===== src/rtl/decade_load_arbiter_if.sv =====
// Bundle of request, counter and status signals around the decade load arbiter.
// The master side is the requester/counter environment, the slave side is the
// arbiter itself.
`timescale 1ns/1ps
interface decade_load_arbiter_if #(
  parameter int N_REQ = 4,
  parameter int W     = 4
);
  localparam int IW = (N_REQ > 1) ? $clog2(N_REQ) : 1;

  logic [N_REQ-1:0]   req;
  logic [N_REQ*W-1:0] load_val;
  logic               run_en;
  logic [W-1:0]       cnt_q;
  logic               cnt_load;
  logic               cnt_enable;
  logic [W-1:0]       cnt_p;
  logic [N_REQ-1:0]   ack;
  logic [N_REQ-1:0]   nack;
  logic [IW-1:0]      grant_idx;
  logic               busy;
  logic               err_sticky;

  modport master (
    output req, load_val, run_en, cnt_q,
    input  cnt_load, cnt_enable, cnt_p, ack, nack, grant_idx, busy, err_sticky
  );

  modport slave (
    input  req, load_val, run_en, cnt_q,
    output cnt_load, cnt_enable, cnt_p, ack, nack, grant_idx, busy, err_sticky
  );
endinterface


===== src/rtl/decade_load_arbiter.sv =====
// Round-robin arbiter sharing one loadable decade counter between N_REQ
// requesters: presets the counter, verifies Q one cycle later and answers
// each requester with a one-cycle ack (verified) or nack (rejected/mismatch).
`timescale 1ns/1ps
module decade_load_arbiter #(
  parameter int N_REQ    = 4,
  parameter int W        = 4,
  parameter int MAX_VAL  = 9,
  parameter int CHECK_EN = 1
) (
  input  logic                     clk,
  input  logic                     reset_n,
  decade_load_arbiter_if.slave     bus
);

  localparam int IW = (N_REQ > 1) ? $clog2(N_REQ) : 1;

  localparam logic [1:0] IDLE  = 2'd0;
  localparam logic [1:0] LOAD  = 2'd1;
  localparam logic [1:0] CHECK = 2'd2;
  localparam logic [1:0] DONE  = 2'd3;

  logic [1:0]       state_reg;
  logic [IW-1:0]    rr_ptr_reg;
  logic [IW-1:0]    grant_reg;
  logic [W-1:0]     val_reg;
  logic             cnt_load_reg;
  logic [W-1:0]     cnt_p_reg;
  logic [N_REQ-1:0] ack_reg;
  logic [N_REQ-1:0] nack_reg;
  logic             busy_reg;
  logic             err_reg;

  // Per-requester view of the packed load value bus.
  logic [W-1:0]     val_arr [N_REQ];

  // Round-robin selection results.
  logic             sel_any;
  logic [IW-1:0]    sel_idx;
  logic [W-1:0]     sel_val;
  logic             sel_oor;
  logic [IW-1:0]    cand;
  int               pos;

  // Derived values for the registered outputs.
  logic [N_REQ-1:0] grant_onehot;
  logic [IW-1:0]    rr_ptr_next;
  logic             q_ok;

  genvar gi;
  generate
    for (gi = 0; gi < N_REQ; gi++) begin : g_val
      assign val_arr[gi] = bus.load_val[gi*W +: W];
    end
  endgenerate

  // First set request searching upward from rr_ptr with wrap; the loop runs
  // from the farthest offset down so the nearest requester is assigned last.
  always_comb begin
    sel_any = |bus.req;
    sel_idx = '0;
    cand    = '0;
    pos     = 0;
    for (int k = N_REQ - 1; k >= 0; k--) begin
      pos = int'(rr_ptr_reg) + k;
      if (pos >= N_REQ) begin
        pos = pos - N_REQ;
      end
      cand = IW'(pos);
      if (bus.req[cand]) begin
        sel_idx = cand;
      end
    end
  end

  assign sel_val = val_arr[sel_idx];
  // Compare in 32 bits so a MAX_VAL wider than W simply never rejects.
  assign sel_oor = (32'(sel_val) > 32'(MAX_VAL));

  assign grant_onehot = N_REQ'(1) << grant_reg;
  assign rr_ptr_next  = (grant_reg == IW'(N_REQ - 1)) ? '0 : grant_reg + 1'b1;
  assign q_ok         = (CHECK_EN == 0) || (bus.cnt_q == val_reg);

  // Arbitration FSM with all registered outputs; ack/nack/load are pulses.
  always_ff @(posedge clk) begin
    if (!reset_n) begin
      state_reg    <= IDLE;
      rr_ptr_reg   <= '0;
      grant_reg    <= '0;
      val_reg      <= '0;
      cnt_load_reg <= 1'b0;
      cnt_p_reg    <= '0;
      ack_reg      <= '0;
      nack_reg     <= '0;
      busy_reg     <= 1'b0;
      err_reg      <= 1'b0;
    end else begin
      cnt_load_reg <= 1'b0;
      cnt_p_reg    <= '0;
      ack_reg      <= '0;
      nack_reg     <= '0;
      case (state_reg)
        IDLE: begin
          if (sel_any) begin
            grant_reg <= sel_idx;
            val_reg   <= sel_val;
            busy_reg  <= 1'b1;
            if (sel_oor) begin
              // Out-of-range value: answer at once, counter untouched.
              nack_reg  <= N_REQ'(1) << sel_idx;
              state_reg <= DONE;
            end else begin
              cnt_load_reg <= 1'b1;
              cnt_p_reg    <= sel_val;
              state_reg    <= LOAD;
            end
          end
        end
        LOAD: begin
          // The counter takes P on the edge leaving this state.
          state_reg <= CHECK;
        end
        CHECK: begin
          if (q_ok) begin
            ack_reg <= grant_onehot;
          end else begin
            nack_reg <= grant_onehot;
            err_reg  <= 1'b1;
          end
          state_reg <= DONE;
        end
        DONE: begin
          // The served requester drops to lowest priority next round.
          rr_ptr_reg <= rr_ptr_next;
          busy_reg   <= 1'b0;
          state_reg  <= IDLE;
        end
        default: begin
          busy_reg  <= 1'b0;
          state_reg <= IDLE;
        end
      endcase
    end
  end

  assign bus.cnt_load   = cnt_load_reg;
  assign bus.cnt_p      = cnt_p_reg;
  assign bus.ack        = ack_reg;
  assign bus.nack       = nack_reg;
  assign bus.grant_idx  = grant_reg;
  assign bus.busy       = busy_reg;
  assign bus.err_sticky = err_reg;
  // Free-run enable passes through only while no load is in flight.
  assign bus.cnt_enable = (state_reg == IDLE) && bus.run_en;

endmodule


===== src/flat_wrapper.sv =====
// flat-port wrapper written by rule: the top's interface ports become plain ports
module decade_load_arbiter_flat 
#(
  parameter int N_REQ    = 4,
  parameter int W        = 4,
  parameter int MAX_VAL  = 9,
  parameter int CHECK_EN = 1
)
  (clk, reset_n, bus_req, bus_load_val, bus_run_en, bus_cnt_q, bus_cnt_load, bus_cnt_enable, bus_cnt_p, bus_ack, bus_nack, bus_grant_idx, bus_busy, bus_err_sticky);
  decade_load_arbiter_if #(.N_REQ(N_REQ), .W(W)) bus_i ();
  input  logic clk;
  input  logic reset_n;
  input wire logic [$bits(bus_i.req)-1:0] bus_req;
  input wire logic [$bits(bus_i.load_val)-1:0] bus_load_val;
  input wire logic [$bits(bus_i.run_en)-1:0] bus_run_en;
  input wire logic [$bits(bus_i.cnt_q)-1:0] bus_cnt_q;
  output wire logic [$bits(bus_i.cnt_load)-1:0] bus_cnt_load;
  output wire logic [$bits(bus_i.cnt_enable)-1:0] bus_cnt_enable;
  output wire logic [$bits(bus_i.cnt_p)-1:0] bus_cnt_p;
  output wire logic [$bits(bus_i.ack)-1:0] bus_ack;
  output wire logic [$bits(bus_i.nack)-1:0] bus_nack;
  output wire logic [$bits(bus_i.grant_idx)-1:0] bus_grant_idx;
  output wire logic [$bits(bus_i.busy)-1:0] bus_busy;
  output wire logic [$bits(bus_i.err_sticky)-1:0] bus_err_sticky;
  assign bus_i.req = bus_req;
  assign bus_i.load_val = bus_load_val;
  assign bus_i.run_en = bus_run_en;
  assign bus_i.cnt_q = bus_cnt_q;
  assign bus_cnt_load = bus_i.cnt_load;
  assign bus_cnt_enable = bus_i.cnt_enable;
  assign bus_cnt_p = bus_i.cnt_p;
  assign bus_ack = bus_i.ack;
  assign bus_nack = bus_i.nack;
  assign bus_grant_idx = bus_i.grant_idx;
  assign bus_busy = bus_i.busy;
  assign bus_err_sticky = bus_i.err_sticky;
  decade_load_arbiter #(.N_REQ(N_REQ), .W(W), .MAX_VAL(MAX_VAL), .CHECK_EN(CHECK_EN)) u_core (.clk(clk), .reset_n(reset_n), .bus(bus_i));
endmodule

===== config.mk =====
export PLATFORM = sky130hd
export DESIGN_NAME = decade_load_arbiter_flat
export DESIGN_NICKNAME = d
export VERILOG_FILES = /design/src/rtl/decade_load_arbiter_if.sv /design/src/rtl/decade_load_arbiter.sv /design/src/flat_wrapper.sv
export SDC_FILE = /design/constraint.sdc
export NUM_CORES = 1
export LEC_CHECK = 0
export ABC_AREA = 1
export CAP_MARGIN = 20
export CORE_ASPECT_RATIO = 1.2
export CORE_MARGIN = 5
export CORE_UTILIZATION = 42
export CTS_CLUSTER_SIZE = 40
export DETAILED_ROUTE_END_ITERATION = 10
export GPL_TIMING_DRIVEN = 1
export PLACE_DENSITY = 0.76
export REMOVE_ABC_BUFFERS = 1
export SLEW_MARGIN = 20
export SYNTH_ARGS = -nofsm -noshare
export SYNTH_HDL_FRONTEND = slang
export SYNTH_SLANG_ARGS = --single-unit

===== constraint.sdc =====
create_clock -name clk -period 1.55 [get_ports clk]
set_input_delay 0.2325 -clock clk [delete_from_list [all_inputs] [get_ports clk]]
set_output_delay 0.2325 -clock clk [all_outputs]
set_load 0.02 [all_outputs]

After elaboration in Yosys (flattened, before gate mapping). Cells that the tools add are included.

Register bits: 25. Output and inout port bits: 18. Word-level logic and storage cells: 81. Bits of input ports: 27.

Shifts and indexed selects: 2. Reductions and logical operators: 10. Add/subtract/negate cells: 8. Bitwise logic cells: 5. Magnitude comparators: 10. Equal/unequal tests: 6. Mux-type cells: 30.

Operators by type and width (number): 2-bit 2-to-1 mux (11); 4-bit 2-to-1 mux (5); 3-bit greater-or-equal comparator, second input constant (4); 2-bit by 3-bit < comparator with 1-bit output, second input constant (4); 1-bit binary-select mux with 2-bit select (4); 4-bit binary-select mux with 2-bit select (1); 2-bit case mux with 4 select lines (1); 4-bit case mux with 2 select lines (1); 4-bit OR reduction (2); 1-bit by 2-bit left shift with 4-bit output, first input constant (2); 2-bit by 1-bit subtractor with 2-bit output, second input constant (4); 2-bit by 2-bit adder with 3-bit output, second input constant (2); 2-bit == test, second input constant (3); 1-bit 2-to-1 mux (6); 2-bit AND reduction (3); 3-bit AND reduction (2); 4-bit == test (1); 4-bit > comparator, second input constant (1); 1-bit NOT (4); 2-bit by 1-bit adder with 3-bit output, second input constant (1); 2-bit by 3-bit greater-or-equal comparator with 1-bit output, second input constant (1); 2-bit NOT with 3-bit output (1); 2-bit by 1-bit adder with 2-bit output, second input constant (1); 2-bit by 1-bit == test with 1-bit output, second input constant (1); 5 further kinds (5).

Logic depth before layout (Yosys ltp).
Word-level depth: 17. Depth in mapped cells: 17. Mapped depth without buffers: 16.

Worst setup path before layout. No wires, ideal clock.

Kind: reg2reg. Start: register u_core.rr_ptr_reg[0]. End: register u_core.cnt_p_reg[1], in the netlist u_core.bus.cnt_p[1]. Buffers on the path: 1. Clock period less this slack: 1.679 ns. Setup slack: -0.129 ns. Library setup time: 0.121 ns. Arrival time: 1.557 ns. Cell stages (with the launch flop): 15. Data required time: 1.429 ns. Cell sequence: dfxtp_1 -> buf_6 -> inv_8 -> nand2_2 -> nand2_2 -> nand2_2 -> and2_4 -> a21oi_4 -> nand3_1 -> nand2_1 -> nor2_1 -> nand2_2 -> nand2_2 -> nand2_2 -> nor2_1.

Word-level cells in the longest chain between the ends: 15. Elaborated cells between the ends (all ways): 33. Classes of those cells: add/sub: 7; order compare: 5; mux: 19; bitwise: 1; reduce/logical: 1.

RTL lines: start: declaration (RTL line decade_load_arbiter.sv:24) `logic [IW-1:0] rr_ptr_reg;`; start signal: assignment (RTL line decade_load_arbiter.sv:134) `rr_ptr_reg <= rr_ptr_next;`; 2-bit by 2-bit adder with 3-bit output (RTL line decade_load_arbiter.sv:65) `pos = int'(rr_ptr_reg) + k;`; 3-bit greater-or-equal comparator or 2-bit by 1-bit subtractor with 2-bit output (tied branches) (RTL line decade_load_arbiter.sv:66, decade_load_arbiter.sv:67); 2-bit 2-to-1 mux (RTL line decade_load_arbiter.sv:66) `if (pos >= N_REQ) begin`; 1-bit binary-select mux with 2-bit select (RTL line decade_load_arbiter.sv:70) `if (bus.req[cand]) begin`; 1-bit 2-to-1 mux (not written as such) (RTL line decade_load_arbiter.sv:70); 2-bit 2-to-1 mux (3 in a row) (RTL line decade_load_arbiter.sv:70); 2-bit 2-to-1 mux * (RTL line decade_load_arbiter.sv:70); 2-bit NOT with 3-bit output (not written as such) * (RTL line decade_load_arbiter.sv:76) `assign sel_val = val_arr[sel_idx];`; 4-bit binary-select mux with 2-bit select * (RTL line decade_load_arbiter.sv:76); 4-bit 2-to-1 mux (not written as such) * (2 in a row) (RTL line decade_load_arbiter.sv:76); 4-bit > comparator (RTL line decade_load_arbiter.sv:78) `assign sel_oor = (32'(sel_val) > 32'(MAX_VAL));`; 4-bit OR reduction (no line); end signal: assignment (RTL line decade_load_arbiter.sv:114) `cnt_p_reg <= sel_val;`; end: declaration (RTL line decade_load_arbiter.sv:28) `logic [W-1:0] cnt_p_reg;`.

Mark *: on every way between the ends. The rest lies on a longest branch, timed or not. The select of a mux whose other input is x is not followed. A chain may end at the register's enable or synchronous reset.

Worst setup path after layout. Same ends and word-level chain as after synthesis.

==> impl_metrics.env <==
export IMPL_grt_use_total_pct=16.00
export IMPL_first_pass_iters=4
export IMPL_async_reset_ff_share_pct=0
export IMPL_antenna_found_initial=0
export IMPL_synthCells=197
export IMPL_maxCapViolations=0
export IMPL_io_pins=45
export IMPL_cp_data_arrival_time_ns=2.09
export IMPL_status="complete, but fails checks"
export IMPL_timing_final_crit_share_pct=124.5
export IMPL_drt_wirelength_per_cell_microns=12.40
export IMPL_yosysUniqueCellTypes=25
export IMPL_synth_common_cells="26 x nand2_1, 25 x dfxtp_1, 24 x nor2_1"
export IMPL_num_rows=23
export IMPL_worst_pin_slew_ns=0.4743
export IMPL_ys_flop_type="dfxtp_1"
export IMPL_path_max_fanout=7
export IMPL_yosys_top_cells_area="dfxtp_1 34%, nand2_2 7.2%, nand3_1 6.8%"
export IMPL_relSlewSlack_pct=68.34
export IMPL_diodes=0
export IMPL_drc=0
export IMPL_hold_path_class="flip-flop to flip-flop"
export IMPL_rrSetupSlack_ns=-0.38
export IMPL_period_needed_ns=1.929
export IMPL_synth_edff_count=0
export IMPL_setup_viol=15
export IMPL_cp_start_kind="flip-flop"
export IMPL_p_per_area_nw_per_um2=1501
export IMPL_clk_pin_slew_ns=0.08
export IMPL_hold_violations=0
export IMPL_drive_gt1_share_pct=32.35
export IMPL_placedCellCount=298
export IMPL_grt_overflow=0
export IMPL_drt_initial_drc_count=39
export IMPL_dp_hpwl_mm=2.863
export IMPL_port_buffers=44
export IMPL_ant_nets=0
export IMPL_core_sq_um=3367
export IMPL_drv_slew=0
export IMPL_placed_area_sq_um=2127
export IMPL_die_area_sq_um=4809
export IMPL_yosysTopAreaCellShare_pct=33.87
export IMPL_routed_wl_mm=3.832
export IMPL_grt_start_max_net_pins=14
export IMPL_rsz0062_at_grt="yes"
export IMPL_hp_start="u_core.bus.err_sticky$_SDFFE_PN0P_"
export IMPL_criticalPathCategory="flip-flop to flip-flop"
export IMPL_r2r_cells=16
export IMPL_violations="setup timing"
export IMPL_initial_utilization_pct=43.89
export IMPL_p_leak_nw=1.077
export IMPL_min_path_cells=2
export IMPL_postLayoutCellArea_sq_um=2335
export IMPL_h_tree_depth=1
export IMPL_die_width_microns=64.15
export IMPL_cp_end_kind="flip-flop"
export IMPL_place_congestion=0.9146
export IMPL_fmax_mhz=518.4
export IMPL_cts_buffer_depth=2
export IMPL_skew_ns=0.003440
export IMPL_r2r_end="u_core.bus.cnt_p[1]$_SDFF_PP0_"
export IMPL_hold_path_end="u_core.bus.err_sticky$_SDFFE_PN0P_"
export IMPL_vdd_drop_max_mv=1.057
export IMPL_ys_ff_latch=25
export IMPL_total_power_mw=3.504
export IMPL_clk_root_buffer_cell="clkbuf_8"
export IMPL_synth_area_sq_um=1478
export IMPL_yosys_warnings=0
export IMPL_worst_slack_ns=-0.3791
export IMPL_stdcell_count=309
export IMPL_ys_seq_area_share_pct=33.87
export IMPL_grt_pass1_vias=1472
export IMPL_final_nets=307
export IMPL_viasPerCell=4.909
export IMPL_synth_most_common_cell="nand2_1"
export IMPL_required_ns=1.71
export IMPL_reg2reg_from="u_core.rr_ptr_reg[0]$_SDFFE_PN0P_"
export IMPL_cts_tree="yes"
export IMPL_syn_area_per_cell_sq_um=7.501
export IMPL_grt_pass1_wl_mm=6.251
export IMPL_num_vias=1517
export IMPL_cts_made_buffers=3
export IMPL_die_h_microns=74.98
export IMPL_clock_sinks=25
export IMPL_synth_largest_area_cell="dfxtp_1"
export IMPL_syn_to_final_growth_pct=58.00
export IMPL_pre_cts_slack_ns=-0.6719
export IMPL_clk_latency_ns=0.27
[placed cells by master (no fill, tap or decap), types with 2 or more instances in the layout]
cell type	count
dlymetal6s2s_1	3
inv_1	20
nand3_4	3
nand3_2	5
xor2_1	4
inv_2	5
nand2_4	11
nor2_1	24
nand2_1	21
o21ai_0	5
a21oi_1	11
ha_1	7
nand3_1	17
clkdlybuf4s50_1	39
dfxtp_1	23
a21oi_4	2
clkbuf_8	3
o21ai_1	5
nand2_2	18
a21oi_2	4
buf_4	27
[worst max path at each step]
stage | depth (start not counted) | to | from
after floorplan | 12 | u_core.bus.cnt_p[1]$_SDFF_PP0_ | u_core.rr_ptr_reg[0]$_SDFFE_PN0P_
after global placement | 13 | u_core.bus.cnt_p[1]$_SDFF_PP0_ | bus_req[1]
after detailed placement | 13 | u_core.bus.cnt_p[1]$_SDFF_PP0_ | bus_req[1]
after CTS | 16 | u_core.bus.cnt_p[1]$_SDFF_PP0_ | u_core.rr_ptr_reg[0]$_SDFFE_PN0P_
after global routing | 16 | u_core.bus.cnt_p[1]$_SDFF_PP0_ | u_core.rr_ptr_reg[0]$_SDFFE_PN0P_
final | 16 | u_core.bus.cnt_p[1]$_SDFF_PP0_ | u_core.rr_ptr_reg[0]$_SDFFE_PN0P_
[metal layers]
metal  GRT usage (%)  share of wire [%]  vias up
met5               0                  0        -
met4           7.919                2.2        0
met3          0.7463                4.2        8
met2           30.17                 53       38
met1           18.44                 41      692
li1                -                  -      779
[where the power goes]
| group | total (mW) | switching, mW | internal [mW] |
|---|---|---|---|
| registers | 0.917 | 0.0963 | 0.821 |
| logic | 2.20 | 1.21 | 0.998 |
| clock network | 0.383 | 0.199 | 0.184 |
[kinds of logic (layout without fill, tap and decap cells)]
kind of cell    after synthesis  count (layout)  share of synthesized area (%)
fa+ha+maj                     7               7                          5.927
flops                        25              25                          33.87
compound gates               30              30                          11.94
buf+inv                      28             103                          8.128
xor+xnor                      4               4                          2.371
simple gates                103             103                          37.77
[worst max-delay path, stage by stage (launching register included)]
cell	delay [ns]
dfxtp_4	0.37
buf_12	0.14
inv_12	0.05
nand2_4	0.08
nand2_4	0.06
nand2_1	0.07
nand2_1	0.05
nand2_1	0.07
nand2_2	0.08
a21oi_4	0.22
nand3_1	0.11
nand2_1	0.10
nor2_1	0.06
nand2_2	0.11
nand2_2	0.09
nand2_2	0.09
nor2_1	0.05
[final cells by class]
class	count	area, sq um
timing repair buffer	73	675.6
multi-input combinational	144	952.2
fill	260	1032
clock buffer	4	45.04
sequential	25	505.5
inverter	26	110.1
tap	37	46.29
[repair_timing]
| action | 4_1_cts | 5_1_grt |
|---|---|---|
| hold buffers | 0 | 0 |
| setup endpoints to repair | 17 | 18 |
| resized for setup | 17 | 23 |
| cloned | 0 | 0 |
| pin swaps | 9 | 5 |
| buffers inserted | 6 | 1 |
[through the flow]
step	util, %	setup TNS, ns	hold slack (ns)
6_report	69.34	-4.413	0.4755
5_1_grt	69.34	-6.534	0.5115
4_1_cts	67.37	-3.831	0.4830
3_5_place_dp	63.17	-9.464	0.4616
3_3_place_gp	63.17	-9.019	0.4501
2_1_floorplan	-	-3.374	0.3583
Power figures use the tool's default switching activity.
